`config.mk`:
```
export PLATFORM = sky130hd
export DESIGN_NAME = pc_sequencer
export DESIGN_NICKNAME = d
export VERILOG_FILES = /design/src/rtl/pc_sequencer.sv
export SDC_FILE = /design/constraint.sdc
export NUM_CORES = 1
export LEC_CHECK = 0
export ABC_CLOCK_PERIOD_IN_PS = 7300
export BUFFER_PORTS_ARGS = -buffer_cell sky130_fd_sc_hd__buf_2
export CAP_MARGIN = 10
export CORE_MARGIN = 3
export CORE_UTILIZATION = 35
export DETAILED_ROUTE_END_ITERATION = 10
export GPL_TIMING_DRIVEN = 1
export HOLD_SLACK_MARGIN = 0.12
export PLACE_DENSITY = 0.6
export SLEW_MARGIN = 20
export SYNTH_ARGS = -nofsm -noshare
export SYNTH_HDL_FRONTEND = slang
export SYNTH_SLANG_ARGS = --single-unit
```
`constraint.sdc`:
```
create_clock -name clk -period 7.3 [get_ports clk]
set_input_delay 0.73 -clock clk [delete_from_list [all_inputs] [get_ports clk]]
set_output_delay 0.73 -clock clk [all_outputs]
set_load 0.01 [all_outputs]
```
`src/rtl/pc_sequencer.sv`:
```
// -----------------------------------------------------------------------------
// pc_sequencer
//
// Registered program counter for the head of the fetch path. It replaces a
// bare PC+4 adder with next-PC selection for conditional branch, absolute
// jump and register jump. It also keeps a small circular return-address
// stack (RAS) that call/return sequences push and pop.
//
// Parameters
//   WIDTH      PC width in bits (>= 32)
//   RESET_PC   PC value loaded while rst_n is low
//   STEP       sequential increment in bytes
//   RAS_DEPTH  number of return-address entries (2..16)
//
// Ports
//   clk            rising-edge clock
//   rst_n          asynchronous active-low reset
//   stall          freeze PC and RAS; every other control is ignored
//   branch_taken   take the conditional branch this cycle
//   branch_offset  signed word offset, relative to pc_plus_step
//   jump           absolute jump (J/JAL)
//   jump_index     26-bit word index for the jump target
//   jr             register jump
//   jr_target      register-jump byte address
//   call           push pc_plus_step onto the RAS
//   ret            together with jr: return through the RAS top if non-empty
//   pc             current PC (registered)
//   pc_plus_step   pc + STEP (combinational)
//   ras_count      number of valid RAS entries (registered)
//   ras_underflow  one-cycle pulse after a return on an empty RAS
// -----------------------------------------------------------------------------
module pc_sequencer #(
  parameter int unsigned      WIDTH     = 32,
  parameter logic [WIDTH-1:0] RESET_PC  = '0,
  parameter int unsigned      STEP      = 4,
  parameter int unsigned      RAS_DEPTH = 4
) (
  input  logic                           clk,
  input  logic                           rst_n,
  input  logic                           stall,
  input  logic                           branch_taken,
  input  logic [15:0]                    branch_offset,
  input  logic                           jump,
  input  logic [25:0]                    jump_index,
  input  logic                           jr,
  input  logic [WIDTH-1:0]               jr_target,
  input  logic                           call,
  input  logic                           ret,
  output logic [WIDTH-1:0]               pc,
  output logic [WIDTH-1:0]               pc_plus_step,
  output logic [$clog2(RAS_DEPTH+1)-1:0] ras_count,
  output logic                           ras_underflow
);

  localparam int unsigned CW = $clog2(RAS_DEPTH + 1);
  localparam int unsigned PW = $clog2(RAS_DEPTH);

  localparam logic [CW-1:0] COUNT_FULL = CW'(RAS_DEPTH);
  localparam logic [PW-1:0] PTR_LAST   = PW'(RAS_DEPTH - 1);

  // ---------------------------------------------------------------------------
  // State
  // ---------------------------------------------------------------------------
  logic [WIDTH-1:0] pc_q, pc_d;
  logic [CW-1:0]    ras_count_q, ras_count_d;
  logic [PW-1:0]    ras_top_q, ras_top_d;
  logic             ras_underflow_q, ras_underflow_d;

  // Return-address storage. Contents are meaningless until pushed, so the
  // array carries no reset and only ras_count decides what is valid.
  logic [WIDTH-1:0] ras_mem_q [RAS_DEPTH];

  // ---------------------------------------------------------------------------
  // Target computation
  // ---------------------------------------------------------------------------
  logic [WIDTH-1:0] step_w;
  logic [WIDTH-1:0] branch_disp;
  logic [WIDTH-1:0] branch_target;
  logic [WIDTH-1:0] jump_target;
  logic [WIDTH-1:0] jr_raw;
  logic [WIDTH-1:0] jr_final;
  logic [WIDTH-1:0] ras_top_value;
  logic             ras_nonempty;

  assign step_w       = WIDTH'(STEP);
  assign pc_plus_step = pc_q + step_w;

  // Word offset: sign-extend, then scale to bytes.
  assign branch_disp   = {{(WIDTH-18){branch_offset[15]}}, branch_offset, 2'b00};
  assign branch_target = pc_plus_step + branch_disp;

  // Upper region bits come from the sequential address, not the current PC.
  assign jump_target = {pc_plus_step[WIDTH-1:28], jump_index, 2'b00};

  assign ras_nonempty  = (ras_count_q != '0);
  assign ras_top_value = ras_mem_q[ras_top_q];

  assign jr_raw   = (ret && ras_nonempty) ? ras_top_value : jr_target;
  assign jr_final = {jr_raw[WIDTH-1:2], 2'b00};

  // ---------------------------------------------------------------------------
  // RAS control
  // ---------------------------------------------------------------------------
  logic             do_pop;
  logic             do_push;
  logic [PW-1:0]    ptr_inc;
  logic [PW-1:0]    ptr_dec;
  logic             ras_we;
  logic [PW-1:0]    ras_wr_ptr;

  assign do_pop  = !stall && jr && ret && ras_nonempty;
  assign do_push = !stall && call;

  // Explicit wrap so non-power-of-two depths stay circular.
  assign ptr_inc = (ras_top_q == PTR_LAST) ? '0 : ras_top_q + 1'b1;
  assign ptr_dec = (ras_top_q == '0) ? PTR_LAST : ras_top_q - 1'b1;

  always_comb begin
    ras_top_d       = ras_top_q;
    ras_count_d     = ras_count_q;
    ras_we          = 1'b0;
    ras_wr_ptr      = ras_top_q;
    ras_underflow_d = !stall && jr && ret && !ras_nonempty;

    if (do_pop && do_push) begin
      // The pop has already read the old top through jr_final; the new
      // return address simply replaces that slot.
      ras_we     = 1'b1;
      ras_wr_ptr = ras_top_q;
    end else if (do_push) begin
      // Advancing onto the oldest slot when full overwrites it.
      ras_we     = 1'b1;
      ras_wr_ptr = ptr_inc;
      ras_top_d  = ptr_inc;
      if (ras_count_q != COUNT_FULL) begin
        ras_count_d = ras_count_q + 1'b1;
      end
    end else if (do_pop) begin
      ras_top_d   = ptr_dec;
      ras_count_d = ras_count_q - 1'b1;
    end
  end

  // ---------------------------------------------------------------------------
  // Next-PC selection (stall > jr > jump > branch > sequential)
  // ---------------------------------------------------------------------------
  always_comb begin
    pc_d = pc_plus_step;
    if (stall) begin
      pc_d = pc_q;
    end else if (jr) begin
      pc_d = jr_final;
    end else if (jump) begin
      pc_d = jump_target;
    end else if (branch_taken) begin
      pc_d = branch_target;
    end
  end

  // ---------------------------------------------------------------------------
  // Registers
  // ---------------------------------------------------------------------------
  always_ff @(posedge clk or negedge rst_n) begin
    if (!rst_n) begin
      pc_q            <= RESET_PC;
      ras_count_q     <= '0;
      ras_top_q       <= '0;
      ras_underflow_q <= 1'b0;
    end else begin
      pc_q            <= pc_d;
      ras_count_q     <= ras_count_d;
      ras_top_q       <= ras_top_d;
      ras_underflow_q <= ras_underflow_d;
    end
  end

  // Writes during reset are harmless: the count is held at zero, so any
  // slot written then is never read as valid.
  always_ff @(posedge clk) begin
    if (ras_we) begin
      ras_mem_q[ras_wr_ptr] <= pc_plus_step;
    end
  end

  assign pc            = pc_q;
  assign ras_count     = ras_count_q;
  assign ras_underflow = ras_underflow_q;

endmodule

```
==> qor.txt <==
DIE
---------------------------------------------------------------------------------
Effective utilization at floorplan .................................        0.357
Core Region ........................................................ 0.0253 sq mm
# IOs ..............................................................          150
Die Y ..............................................................  167 microns
Die area ........................................................... 0.0278 sq mm
Floorplan row count ................................................           58
Die width ..........................................................  167 microns

ROUTE
---------------------------------------------------------------------------------
Residual DRC .......................................................            0
Wire length reported by the detailed router ........................      27.0 mm
Final antenna-violating net count ..................................            0
Total iterations of the first detailed-routing run .................            5
Initial drt markers ................................................          525
Vias ...............................................................        6,853
DR vias/cell .......................................................         5.50
Routed wire per std cell ........................................... 21.7 microns

CRITICAL PATH
---------------------------------------------------------------------------------
Bufs and invs on worst path ........................................            0
Ordered list of cells on the worst path ............................ nand4_1, nor2_1, and3_1, nand3_1, xnor2_1, ha_1, a21o_1, a21o_1, a21oi_1, o21ai_1, o2bb2ai_1, a211oi_2, xnor2_1, or3_1, a32o_1
Worst endpoint data arrival time ...................................      4.99 ns
Cell type of the slowest stage on the worst timing path ............ sky130_fd_sc_hd__xnor2_1
Largest fanout on the critical path ................................            8
Data required time at the worst endpoint ...........................      7.62 ns
Type of destination of the critical path ...........................     register
Max incr delay on CP ...............................................      0.62 ns
Dominant delay contributor by cell family on the critical path ..... simple AND/OR/NAND/NOR gates
Beginning of the worst register-to-register path ...................        pc[2]
Critical path start-end classification ............................. register to register
CP Launch Type .....................................................     register
Setup crit start ...................................................        pc[2]

LOGIC SYNTHESIS
---------------------------------------------------------------------------------
Synth Warn # .......................................................            0
Share of synthesized flip-flops with an asynchronous set or reset ..        0.231
Count of unique library cells instantiated by Yosys ................           73
Most used standard cell by instance count after synthesis .......... sky130_fd_sc_hd__edfxtp_1
Number of instances in the synthesized netlist .....................          764
Post-synthesis register bit count ..................................          156
Leading cell types by count after synthesis ........................ sky130_fd_sc_hd__edfxtp_1 (120), sky130_fd_sc_hd__nand2_1 (66), sky130_fd_sc_hd__o21ai_0 (50)
Leading area contributor after synthesis ........................... sky130_fd_sc_hd__edfxtp_1
Sequential-to-total area share from yosys stat .....................        0.498
Post-synthesis instance area ....................................... 0.00905 sq mm
EDFF count, synth ..................................................          120
Area share of the largest cell type after synthesis ................        0.398
Post-Synthesis Mean Instance Area ..................................   11.8 sq um
Most common flop cell mapped by yosys .............................. sky130_fd_sc_hd__edfxtp_1
Synth top area cells ............................................... sky130_fd_sc_hd__edfxtp_1 (40%), sky130_fd_sc_hd__dfrtp_1 (10%), sky130_fd_sc_hd__mux4_2 (6.5%)

PLACED DESIGN
---------------------------------------------------------------------------------
Total placed cells including tap cells .............................        1,215
Minimum setup slack after placement ................................      2.75 ns
Dpl hpwl ...........................................................      19.0 mm
Routability cong. ..................................................        0.896
Placed inst area ................................................... 0.0101 sq mm
Number of buffers inserted by port buffering .......................          143

GRT
---------------------------------------------------------------------------------
Maximum number of pins on one net before global-route repair .......           47
Antenna violations before repair ...................................            0
GRT Resource Usage Total ...........................................        0.192
Remaining global-route overflow ....................................            0
Number of global-route vias before repair ..........................        6,622
Wire length of the first global-routing pass .......................      40.4 mm

STA
---------------------------------------------------------------------------------
Period Utilization, post-route .....................................        0.639
Tightest slew margin relative to the limit .........................        0.306
Unrepaired setup endpoints after global routing ....................           no
Final max-slew violation count .....................................            0
Clock period minus worst slack .....................................      4.67 ns
Achievable frequency ...............................................      214 MHz
Clock tree skew after final layout .................................   0.00974 ns
Transition time at the pin with the least slew margin ..............      1.04 ns
Sum Neg Setup Slack ................................................         0 ns
Final number of hold-violating endpoints ...........................            0
Worst-case setup margin in the final layout ........................      2.63 ns
Setup violators final ..............................................            0

FINAL LAYOUT
---------------------------------------------------------------------------------
Share of the core filled with cells ................................        0.423
Antenna fix cells ..................................................            0
Syn-to-layout area delta ...........................................        18.5%
Number of fillers in the final layout ..............................        2,415
Number of non-filler instances in the completed layout .............        1,245
Final-stage net count ..............................................        1,028
Ratio of cells with drive above 1 in the final layout ..............        0.258
Final standard cell area without fillers ........................... 0.0107 sq mm

CLOCK TREE
---------------------------------------------------------------------------------
Number of buffers inserted during clock tree synthesis .............           17
CTS tree ...........................................................         done
Clock-pin slew on the worst setup and hold paths ...................      0.06 ns
Clock latency of the later-clocked register in the worst-skew pair .      0.43 ns
H-tree levels ......................................................            4
Number of setup buffers added after CTS ............................            0
Sink Count .........................................................          156
Root cell of the clock tree ........................................ sky130_fd_sc_hd__clkbuf_16
Maximum buffer depth of the clock tree .............................            2
Post_cts resized ...................................................            0
Hold_buf cts .......................................................            0

POWER AND IR DROP
---------------------------------------------------------------------------------
Static Leak ........................................................      4.28 nW
Maximum resistive drop on vdd ......................................       190 uV
Power per unit of standard cell area ...............................  340 mW/mm^2

FLOW RUN
---------------------------------------------------------------------------------
Number of max-cap violations .......................................            0

HOLD PATH
---------------------------------------------------------------------------------
Worst min-delay path class ......................................... input port to async pin

STATUS
---------------------------------------------------------------------------------
Status ............................................................. complete, no violations

## power by group
group          total, mW  leakage (nW)  internal, mW  switching, mW
registers           1.31          1.53          1.19          0.119
clock network      0.923         0.294         0.567          0.356
logic               1.42          2.46         0.601          0.819
## flip-flops by register name (all words and copies together), names as in the netlist
register	flops
pc	30
ras_count	3
ras_mem_q	120
ras_top_q	2
ras_underflow	1
## cell type report
class	count	area, sq um	area share
clock buffer	18	429	0.0400
clock inverter	12	173	0.0161
inverter	21	78.8	0.00735
multi-input combinational	555	4330	0.404
sequential	156	4510	0.420
tap	330	413	0.0385
timing repair buffer	153	793	0.0740
## metal layers
| layer | vias up | part of all wire | global-route usage | wire length, microns |
|---|---|---|---|---|
| met2 | 224 | 0.46 | 0.303 | 12500 |
| met1 | 3382 | 0.46 | 0.272 | 12400 |
| li1 | 3222 | - | - | - |
| met3 | 25 | 0.063 | 0.0396 | 1710 |
| met4 | 0 | 0.015 | 0.0481 | 398 |
| met5 | - | 0 | 0 | 0 |
## path summary, 6_finish.rpt
check | to | slack (ns) | cells past startpoint
setup / recovery | pc[30] | 2.63 | 15
hold / removal | ras_count[2] | 0.30 | 1
setup reg to reg | pc[30] | 2.63 | 15
hold reg to reg | ras_count[2] | 0.53 | 1
max in group asynchronous | ras_top_q[0] | 6.58 | 1
min in group clk | ras_count[2] | 0.53 | 1
## worst register-to-register path: stages (launching register included)
cell                        delay [ns]
sky130_fd_sc_hd__dfrtp_1          0.46
sky130_fd_sc_hd__nand4_1          0.14
sky130_fd_sc_hd__nor2_1           0.45
sky130_fd_sc_hd__and3_1           0.46
sky130_fd_sc_hd__nand3_1          0.15
sky130_fd_sc_hd__xnor2_1          0.62
sky130_fd_sc_hd__ha_1             0.39
sky130_fd_sc_hd__a21o_1           0.20
sky130_fd_sc_hd__a21o_1           0.18
sky130_fd_sc_hd__a21oi_1          0.18
sky130_fd_sc_hd__o21ai_1          0.18
sky130_fd_sc_hd__o2bb2ai_1        0.17
sky130_fd_sc_hd__a211oi_2         0.30
sky130_fd_sc_hd__xnor2_1          0.10
sky130_fd_sc_hd__or3_1            0.32
sky130_fd_sc_hd__a32o_1           0.25
## cell usage in the layout, fill, tap and decap left out, drive strengths merged, types with 4 or more instances in the layout
| master | Yosys | layout |
|---|---|---|
| mux4 | 30 | 30 |
| mux2 | 9 | 9 |
| clkinv | 2 | 7 |
| nand4 | 13 | 13 |
| o21bai | 9 | 9 |
| buf | 11 | 153 |
| a211oi | 16 | 16 |
| ha | 40 | 40 |
| a221o | 6 | 6 |
| a211o | 5 | 5 |
| nor2 | 46 | 46 |
| xor2 | 18 | 18 |
| and4 | 4 | 4 |
| nand3 | 19 | 19 |
| conb | 1 | 4 |
| xnor2 | 32 | 32 |
| bufinv | 0 | 4 |
| dfrtp | 36 | 36 |
| a32oi | 5 | 5 |
| nor3 | 9 | 9 |
| inv | 19 | 21 |
| or3 | 4 | 4 |
| clkbuf | 24 | 18 |
| o21ai | 54 | 54 |
| a31oi | 7 | 7 |
| mux2i | 24 | 24 |
| a21o | 17 | 17 |
| o211ai | 8 | 8 |
| nand2b | 5 | 5 |
| and3 | 11 | 11 |
| edfxtp | 120 | 120 |
| and2 | 6 | 6 |
| a21oi | 49 | 49 |
| nand2 | 66 | 66 |
## stage by stage
step / hold slack, ns / power (mW)
3_5_place_dp: 0.510 / 2.75
6_report: 0.303 / 3.65
5_1_grt: 0.332 / 3.87
4_1_cts: 0.511 / 3.68
3_3_place_gp: 0.507 / 2.73
2_1_floorplan: 0.434 / 2.30
## cells by family after synthesis
group / after synthesis / synth area share
muxes: 63 / 0.114
and+or+nand+nor: 190 / 0.101
DFF: 156 / 0.498
other: 1 / 0.000414
AOI/OAI and AO/OA: 206 / 0.151
buffers and inverters: 56 / 0.0263
xor gates and xnor gates: 50 / 0.0501
adders and majority gates: 42 / 0.0597
Power figures use the tool's default switching activity.
